## src/rtl/snitch_demux_credit.sv

```systemverilog
// N-port request arbiter with credit limits and in-order response routing through split read/write order FIFOs.
// Optional stall counters are built when SNITCH_DEMUX_CREDIT_PERF_EN is defined.
module snitch_demux_credit #(
  parameter int unsigned NrPorts        = 4,
  parameter int unsigned ReqWidth       = 64,
  parameter int unsigned RespWidth      = 32,
  parameter int unsigned RespDepth      = 8,
  parameter int unsigned MaxOutstanding = 4,
  parameter bit          RoundRobin     = 1'b1
) (
  input  logic                                          clk_i,
  input  logic                                          rst_i,
`ifdef SNITCH_DEMUX_CREDIT_PERF_EN
  input  logic                                          perf_clear_i,
  output logic [NrPorts*32-1:0]                         stall_cnt_o,
`endif
  input  logic [NrPorts*ReqWidth-1:0]                   req_payload_i,
  input  logic [NrPorts-1:0]                            req_write_i,
  input  logic [NrPorts-1:0]                            req_valid_i,
  output logic [NrPorts-1:0]                            req_ready_o,
  output logic [NrPorts*RespWidth-1:0]                  resp_payload_o,
  output logic [NrPorts-1:0]                            resp_last_o,
  output logic [NrPorts-1:0]                            resp_valid_o,
  input  logic [NrPorts-1:0]                            resp_ready_i,
  output logic [ReqWidth-1:0]                           req_payload_o,
  output logic                                          req_write_o,
  output logic                                          req_valid_o,
  input  logic                                          req_ready_i,
  input  logic [RespWidth-1:0]                          resp_payload_i,
  input  logic                                          resp_write_i,
  input  logic                                          resp_last_i,
  input  logic                                          resp_valid_i,
  output logic                                          resp_ready_o,
  output logic [NrPorts*$clog2(MaxOutstanding+1)-1:0]   outstanding_o,
  output logic                                          err_o
);

  localparam int unsigned IdxW = (NrPorts > 1) ? $clog2(NrPorts) : 1;
  localparam int unsigned CntW = $clog2(MaxOutstanding + 1);
  localparam int unsigned PtrW = $clog2(RespDepth);

  typedef logic [IdxW-1:0] idx_t;
  typedef logic [CntW-1:0] cnt_t;
  typedef logic [PtrW-1:0] ptr_t;
  typedef logic [PtrW:0]   fill_t;

  // Order FIFOs: index 0 tracks reads, index 1 tracks writes.
  idx_t  fifo_mem_q [2][RespDepth];
  ptr_t  wr_ptr_q [2], wr_ptr_d [2];
  ptr_t  rd_ptr_q [2], rd_ptr_d [2];
  fill_t fill_q [2], fill_d [2];
  logic  fifo_full [2];
  logic  fifo_push [2];
  logic  fifo_pop [2];

  cnt_t  cnt_q [NrPorts], cnt_d [NrPorts];
  idx_t  rr_ptr_q, rr_ptr_d;
  logic  lock_q, lock_d;
  idx_t  lock_idx_q, lock_idx_d;
  logic  err_q, err_d;

  logic [NrPorts-1:0] elig;
  logic               arb_found;
  idx_t               arb_idx;
  idx_t               grant_idx;
  logic               grant_vld;
  logic               req_hs;

  logic               resp_sel;
  idx_t               head_idx;
  logic               resp_err;
  logic               resp_pop;

  always_comb begin
    for (int f = 0; f < 2; f++) begin
      fifo_full[f] = (fill_q[f] == fill_t'(RespDepth));
    end
  end

  // Request arbitration: eligibility, search and lock override
  always_comb begin
    int j;
    int start;
    elig      = '0;
    arb_found = 1'b0;
    arb_idx   = '0;
    j         = 0;
    start     = RoundRobin ? int'(rr_ptr_q) : 0;
    for (int i = 0; i < int'(NrPorts); i++) begin
      elig[i] = req_valid_i[i] && (cnt_q[i] < cnt_t'(MaxOutstanding))
                && !(req_write_i[i] ? fifo_full[1] : fifo_full[0]);
    end
    for (int k = 0; k < int'(NrPorts); k++) begin
      j = start + k;
      if (j >= int'(NrPorts)) j = j - int'(NrPorts);
      if (!arb_found && elig[j]) begin
        arb_found = 1'b1;
        arb_idx   = idx_t'(j);
      end
    end
    grant_idx = lock_q ? lock_idx_q : arb_idx;
    grant_vld = !rst_i && (lock_q ? req_valid_i[lock_idx_q] : arb_found);
    req_hs    = grant_vld && req_ready_i;
  end

  always_comb begin
    req_valid_o   = grant_vld;
    req_payload_o = req_payload_i[int'(grant_idx)*ReqWidth +: ReqWidth];
    req_write_o   = req_write_i[grant_idx];
    req_ready_o   = '0;
    if (grant_vld) req_ready_o[grant_idx] = req_ready_i;
  end

  always_comb begin
    lock_d     = lock_q;
    lock_idx_d = lock_idx_q;
    rr_ptr_d   = rr_ptr_q;
    if (req_hs) begin
      lock_d   = 1'b0;
      rr_ptr_d = (int'(grant_idx) == int'(NrPorts) - 1) ? '0 : grant_idx + idx_t'(1);
    end else if (grant_vld) begin
      lock_d     = 1'b1;
      lock_idx_d = grant_idx;
    end
  end

  // Response routing: the head of the selected order FIFO owns the beat
  always_comb begin
    resp_sel       = resp_write_i;
    head_idx       = fifo_mem_q[resp_sel][rd_ptr_q[resp_sel]];
    resp_err       = resp_valid_i
                     && ((fill_q[resp_sel] == '0) || (resp_last_i && (cnt_q[head_idx] == '0)));
    resp_valid_o   = '0;
    if (resp_valid_i && !resp_err && !rst_i) resp_valid_o[head_idx] = 1'b1;
    resp_ready_o   = resp_err ? 1'b1 : resp_ready_i[head_idx];
    resp_pop       = resp_valid_i && !resp_err && resp_ready_i[head_idx] && resp_last_i;
    resp_payload_o = {NrPorts{resp_payload_i}};
    resp_last_o    = {NrPorts{resp_last_i}};
    err_d          = err_q | resp_err;
  end

  always_comb begin
    fifo_push[0] = req_hs && !req_write_o;
    fifo_push[1] = req_hs && req_write_o;
    fifo_pop[0]  = resp_pop && !resp_write_i;
    fifo_pop[1]  = resp_pop && resp_write_i;
    for (int f = 0; f < 2; f++) begin
      wr_ptr_d[f] = wr_ptr_q[f] + ptr_t'(fifo_push[f]);
      rd_ptr_d[f] = rd_ptr_q[f] + ptr_t'(fifo_pop[f]);
      fill_d[f]   = fill_q[f] + fill_t'(fifo_push[f]) - fill_t'(fifo_pop[f]);
    end
  end

  // A same-port issue and retire in one cycle cancel out
  always_comb begin
    for (int i = 0; i < int'(NrPorts); i++) begin
      cnt_d[i] = cnt_q[i];
      if (req_hs && (int'(grant_idx) == i)) cnt_d[i] = cnt_d[i] + cnt_t'(1);
      if (resp_pop && (int'(head_idx) == i)) cnt_d[i] = cnt_d[i] - cnt_t'(1);
      outstanding_o[i*CntW +: CntW] = cnt_q[i];
    end
  end

  assign err_o = err_q;

  always_ff @(posedge clk_i) begin
    if (rst_i) begin
      for (int f = 0; f < 2; f++) begin
        wr_ptr_q[f] <= '0;
        rd_ptr_q[f] <= '0;
        fill_q[f]   <= '0;
      end
      for (int i = 0; i < int'(NrPorts); i++) cnt_q[i] <= '0;
      rr_ptr_q   <= '0;
      lock_q     <= 1'b0;
      lock_idx_q <= '0;
      err_q      <= 1'b0;
    end else begin
      for (int f = 0; f < 2; f++) begin
        wr_ptr_q[f] <= wr_ptr_d[f];
        rd_ptr_q[f] <= rd_ptr_d[f];
        fill_q[f]   <= fill_d[f];
      end
      for (int i = 0; i < int'(NrPorts); i++) cnt_q[i] <= cnt_d[i];
      rr_ptr_q   <= rr_ptr_d;
      lock_q     <= lock_d;
      lock_idx_q <= lock_idx_d;
      err_q      <= err_d;
    end
  end

  // FIFO storage carries no reset; validity comes from the fill counters
  always_ff @(posedge clk_i) begin
    for (int f = 0; f < 2; f++) begin
      if (!rst_i && fifo_push[f]) fifo_mem_q[f][wr_ptr_q[f]] <= grant_idx;
    end
  end

`ifdef SNITCH_DEMUX_CREDIT_PERF_EN
  logic [31:0] stall_q [NrPorts], stall_d [NrPorts];

  always_comb begin
    for (int i = 0; i < int'(NrPorts); i++) begin
      stall_d[i] = stall_q[i];
      if (perf_clear_i) stall_d[i] = '0;
      else if (req_valid_i[i] && !req_ready_o[i] && (stall_q[i] != '1)) stall_d[i] = stall_q[i] + 32'd1;
      stall_cnt_o[i*32 +: 32] = stall_q[i];
    end
  end

  always_ff @(posedge clk_i) begin
    if (rst_i) begin
      for (int i = 0; i < int'(NrPorts); i++) stall_q[i] <= '0;
    end else begin
      for (int i = 0; i < int'(NrPorts); i++) stall_q[i] <= stall_d[i];
    end
  end
`endif

endmodule
```

## config.mk

```make
export PLATFORM = sky130hd
export DESIGN_NAME = snitch_demux_credit
export DESIGN_NICKNAME = d
export VERILOG_FILES = /design/src/rtl/snitch_demux_credit.sv
export SDC_FILE = /design/constraint.sdc
export NUM_CORES = 1
export LEC_CHECK = 0
export BUFFER_PORTS_ARGS = -buffer_cell sky130_fd_sc_hd__buf_2
export CORE_AREA = 2 2 205 207
export CTS_CLUSTER_SIZE = 8
export DETAILED_ROUTE_END_ITERATION = 12
export DIE_AREA = 0 0 207 209
export MAX_ROUTING_LAYER = met4
export PLACE_DENSITY = 0.5
export SYNTH_ARGS = -nofsm -noshare
export SYNTH_HDL_FRONTEND = slang
export SYNTH_SLANG_ARGS = --single-unit
```

## constraint.sdc

```tcl
create_clock -name clk_i -period 6.6 [get_ports clk_i]
set_input_delay 1.32 -clock clk_i [delete_from_list [all_inputs] [get_ports clk_i]]
set_output_delay 1.32 -clock clk_i [all_outputs]
set_load 0.02 [all_outputs]
```

==> metrics <==
status=complete, no violations; width of the die=207 microns; crit end category=output port; share of cells above drive strength 1=0.4249; xor/xnor share of the synthesized area=0.02293; Max Slew Vio Count=0; Reg clk slew, reported paths=60 ps; vias per std cell=4.177; # resized after CTS=0; Hold Path Depth=2; H-tree depth=3; Compound-Gate Fraction of Synth Area=0.07293; CP max stage delay=610 ps; clock latency on the worst-skew pair=340 ps; Gate Count Post-Synth=754; power per cell area=264.9 mW/mm^2; Final Skew=6.410 ps; global-route usage over all layers=0.1435; Syn Nets=1090; largest net degree at the start of global routing=53; CTS buffer count=9; CP max-delay cell=mux2i_1; Crit Path Category=in -> out; worst slew pin tran=1036 ps; largest family of logic cells by synthesized area=multiplexers; setup TNS=0 ps; final hold vios=0; R2R cell count=13; hold endpoint=err_o; FF-to-FF End=fill_q[0][3]; crit-path max FO=48; Simple-Gate Fraction of Synth Area=0.1300; Worst slew margin=0.2998; row count=75; Post-Route WL=31.32 mm; IO Pins=526; first-pass GRT wire length=43.21 mm; HP Class=reg -> reg; Synth async-reset ratio=0; Congestion Overflow GR=0; CTS tree=yes; post-CTS setup buffers=0; startpoint class of the critical path=input pin; DRT iter0 DRCs=290; via count=6328; vias in the first global route=6349; fin nets=1304; clock root cell=clkbuf_16; crit path DAT=4200 ps; placed cells=1496; CORE AREA=0.04129 sq mm; Leak=0.004365 uW; Area Growth Syn to Fin=23.48%; Top FF cell, synth=dfxtp_1; critical path startpoint=req_write_i[1]; Routed Antenna Nets=0; port buffer count=365; syn_area_per_cell=9.625 sq um; dpl cell area=0.008652 sq mm; RSZ-0062 raised after global routing=no; Finish-stage setup viols=0; drt pass-1 iters=5; reg-to-reg startpoint=rd_ptr_q[1][2]; Mapped Area=0.007257 sq mm; Cell variety after synth=66; min-delay src=err_o; clk sinks=70; Tmin final=5517 ps; initial antenna violation count=8; routability-driven placement congestion ratio=0.9359; hpwl dp=27.52 mm; Initial Util=0.1758; mux contribution to synthesized area=0.3064; FF+latch count, synth=70; flop2flop setup slack=2280 ps; fmax=181.3 MHz; EDFF count, synth=32; Max Cap Viol=0; Post-Layout Inst Area=0.008961 sq mm; CTS Buffer Depth=2; Worst Path Required=5280 ps; die area=0.04326 sq mm; Die Y=209 microns; period utilization=0.8359; Final Non-Filler Cells=1515; # DRC=0; crit-path cells=buf_2 > nor4b_1 > a2111oi_4 > o211ai_1 > nand2_1 > nor2_4 > buf_12 > mux2i_1 > mux2i_1 > buf_2; CTS Hold Buffers Added=0; Worst VDD drop=0.0001598 V; drt wl/cell=20.67 microns; Final Hold Slack=444.0 ps; sequential share of the synthesized area=0.2372; Synth warnings=0; Post-Synth Adder-Cell Area=0.05379
==> cells by family after synthesis <==
| family | count (synthesis) |
|---|---|
| buffers and inverters | 193 |
| and+or+nand+nor | 165 |
| xor gates and xnor gates | 19 |
| AOI/OAI and AO/OA | 65 |
| DFF | 70 |
| muxes | 212 |
| adders and majority gates | 30 |
==> worst max path at each step <==
| stage | endpoint | slack [ps] | cells after the start |
|---|---|---|---|
| after floorplan | req_ready_o[1] | 1650 | 12 |
| after global routing | req_payload_o[18] | 940 | 10 |
| after CTS | req_payload_o[7] | 1170 | 11 |
| after detailed placement | fill_q[0][3] | 1160 | 14 |
| after global placement | fill_q[0][1] | 1150 | 12 |
| final | req_payload_o[18] | 1080 | 10 |
==> area by class of cell <==
cell class,count,area [sq um]
multi-input combinational,491,4258
clock inverter,5,60.06
clock buffer,10,239.0
timing repair buffer,373,1912
antenna,4,10.01
sequential,70,1722
tap,539,674.4
inverter,23,86.33
fill,4597,32330
==> power breakdown <==
part	internal (uW)	switching, uW	total [uW]
logic	533	826	1360
clock network	301	191	492
registers	495	26.7	522
==> synth_stat cells, types with 2 or more instances <==
library cell,n,area (sq um)
nand3b_1,2,15.01
nor2_1,39,146.4
clkbuf_1,11,41.29
edfxtp_1,32,960.9
buf_2,14,70.07
nor4bb_1,2,20.02
nand2_1,20,75.07
dfxtp_1,38,760.7
mux2i_1,203,2032
a22o_1,3,26.28
nor4b_1,7,61.31
a31oi_1,3,18.77
inv_1,22,82.58
mux4_2,8,180.2
a41oi_2,2,32.53
nand3_1,7,35.03
a211oi_1,2,15.01
xor2_1,7,61.31
fa_1,2,40.04
nor2b_1,16,100.1
o211ai_1,4,30.03
a21oi_1,15,75.07
o21ai_0,5,25.02
nand4_1,6,37.54
buf_4,142,1066
nand2b_1,6,37.54
ha_1,28,350.3
xnor2_1,12,105.1
and3_1,16,100.1
and2_1,10,62.56
o21a_1,7,52.55
nor3_1,8,40.04
o2bb2ai_1,2,17.52
or4_1,2,15.01
buf_1,2,7.510
and4_1,2,17.52
a21o_1,4,30.03
nor3b_1,5,37.54
a22oi_1,3,22.52
nor4_1,8,50.05
a31o_2,2,17.52
==> critical path: cells and delay by family <==
family          cells  cell delay (ps)
buf+inv             3              710
simple gates        3              830
compound gates      2              490
mux                 2              740
==> cells in the final DEF, fill, tap and decap left out, types with 3 or more instances in the layout <==
master,n
a21o_1,4
a21oi_1,15
a22o_1,3
a22oi_1,3
a31oi_1,3
and2_1,10
and3_1,16
buf_2,365
buf_4,6
clkbuf_16,9
dfxtp_1,38
diode_2,4
edfxtp_1,32
ha_1,28
inv_1,22
mux2i_1,203
mux4_2,8
nand2_1,20
nand2b_1,6
nand3_1,7
nand4_1,6
nor2_1,39
nor2b_1,16
nor3_1,8
nor3b_1,5
nor4_1,8
nor4b_1,7
o211ai_1,4
o21a_1,7
o21ai_0,5
xnor2_1,12
xor2_1,7
==> state kept, by name, indices dropped and copies added, names as in the netlist <==
name / cells
fifo_mem_q: 32
cnt_q: 12
fill_q: 8
rd_ptr_q: 6
wr_ptr_q: 6
lock_idx_q: 2
rr_ptr_q: 2
err_o: 1
lock_q: 1
==> metal layers <==
layer	vias to the layer above	GRT usage	part of all wire
met5	-	-	0
met3	39	0.05771	0.099
met2	364	0.2314	0.48
met1	2894	0.1540	0.38
li1	3031	-	-
met4	0	0.06823	0.038
==> stage by stage <==
step	setup WS [ps]	power, uW	utilization
6_report	1083	2373	0.2170
4_1_cts	1172	2400	0.2168
2_1_floorplan	1653	1546	-
3_5_place_dp	1156	1902	0.2095
5_1_grt	939.0	2508	0.2170
3_3_place_gp	1152	1891	0.2095
(Power assumes the default switching activity.)
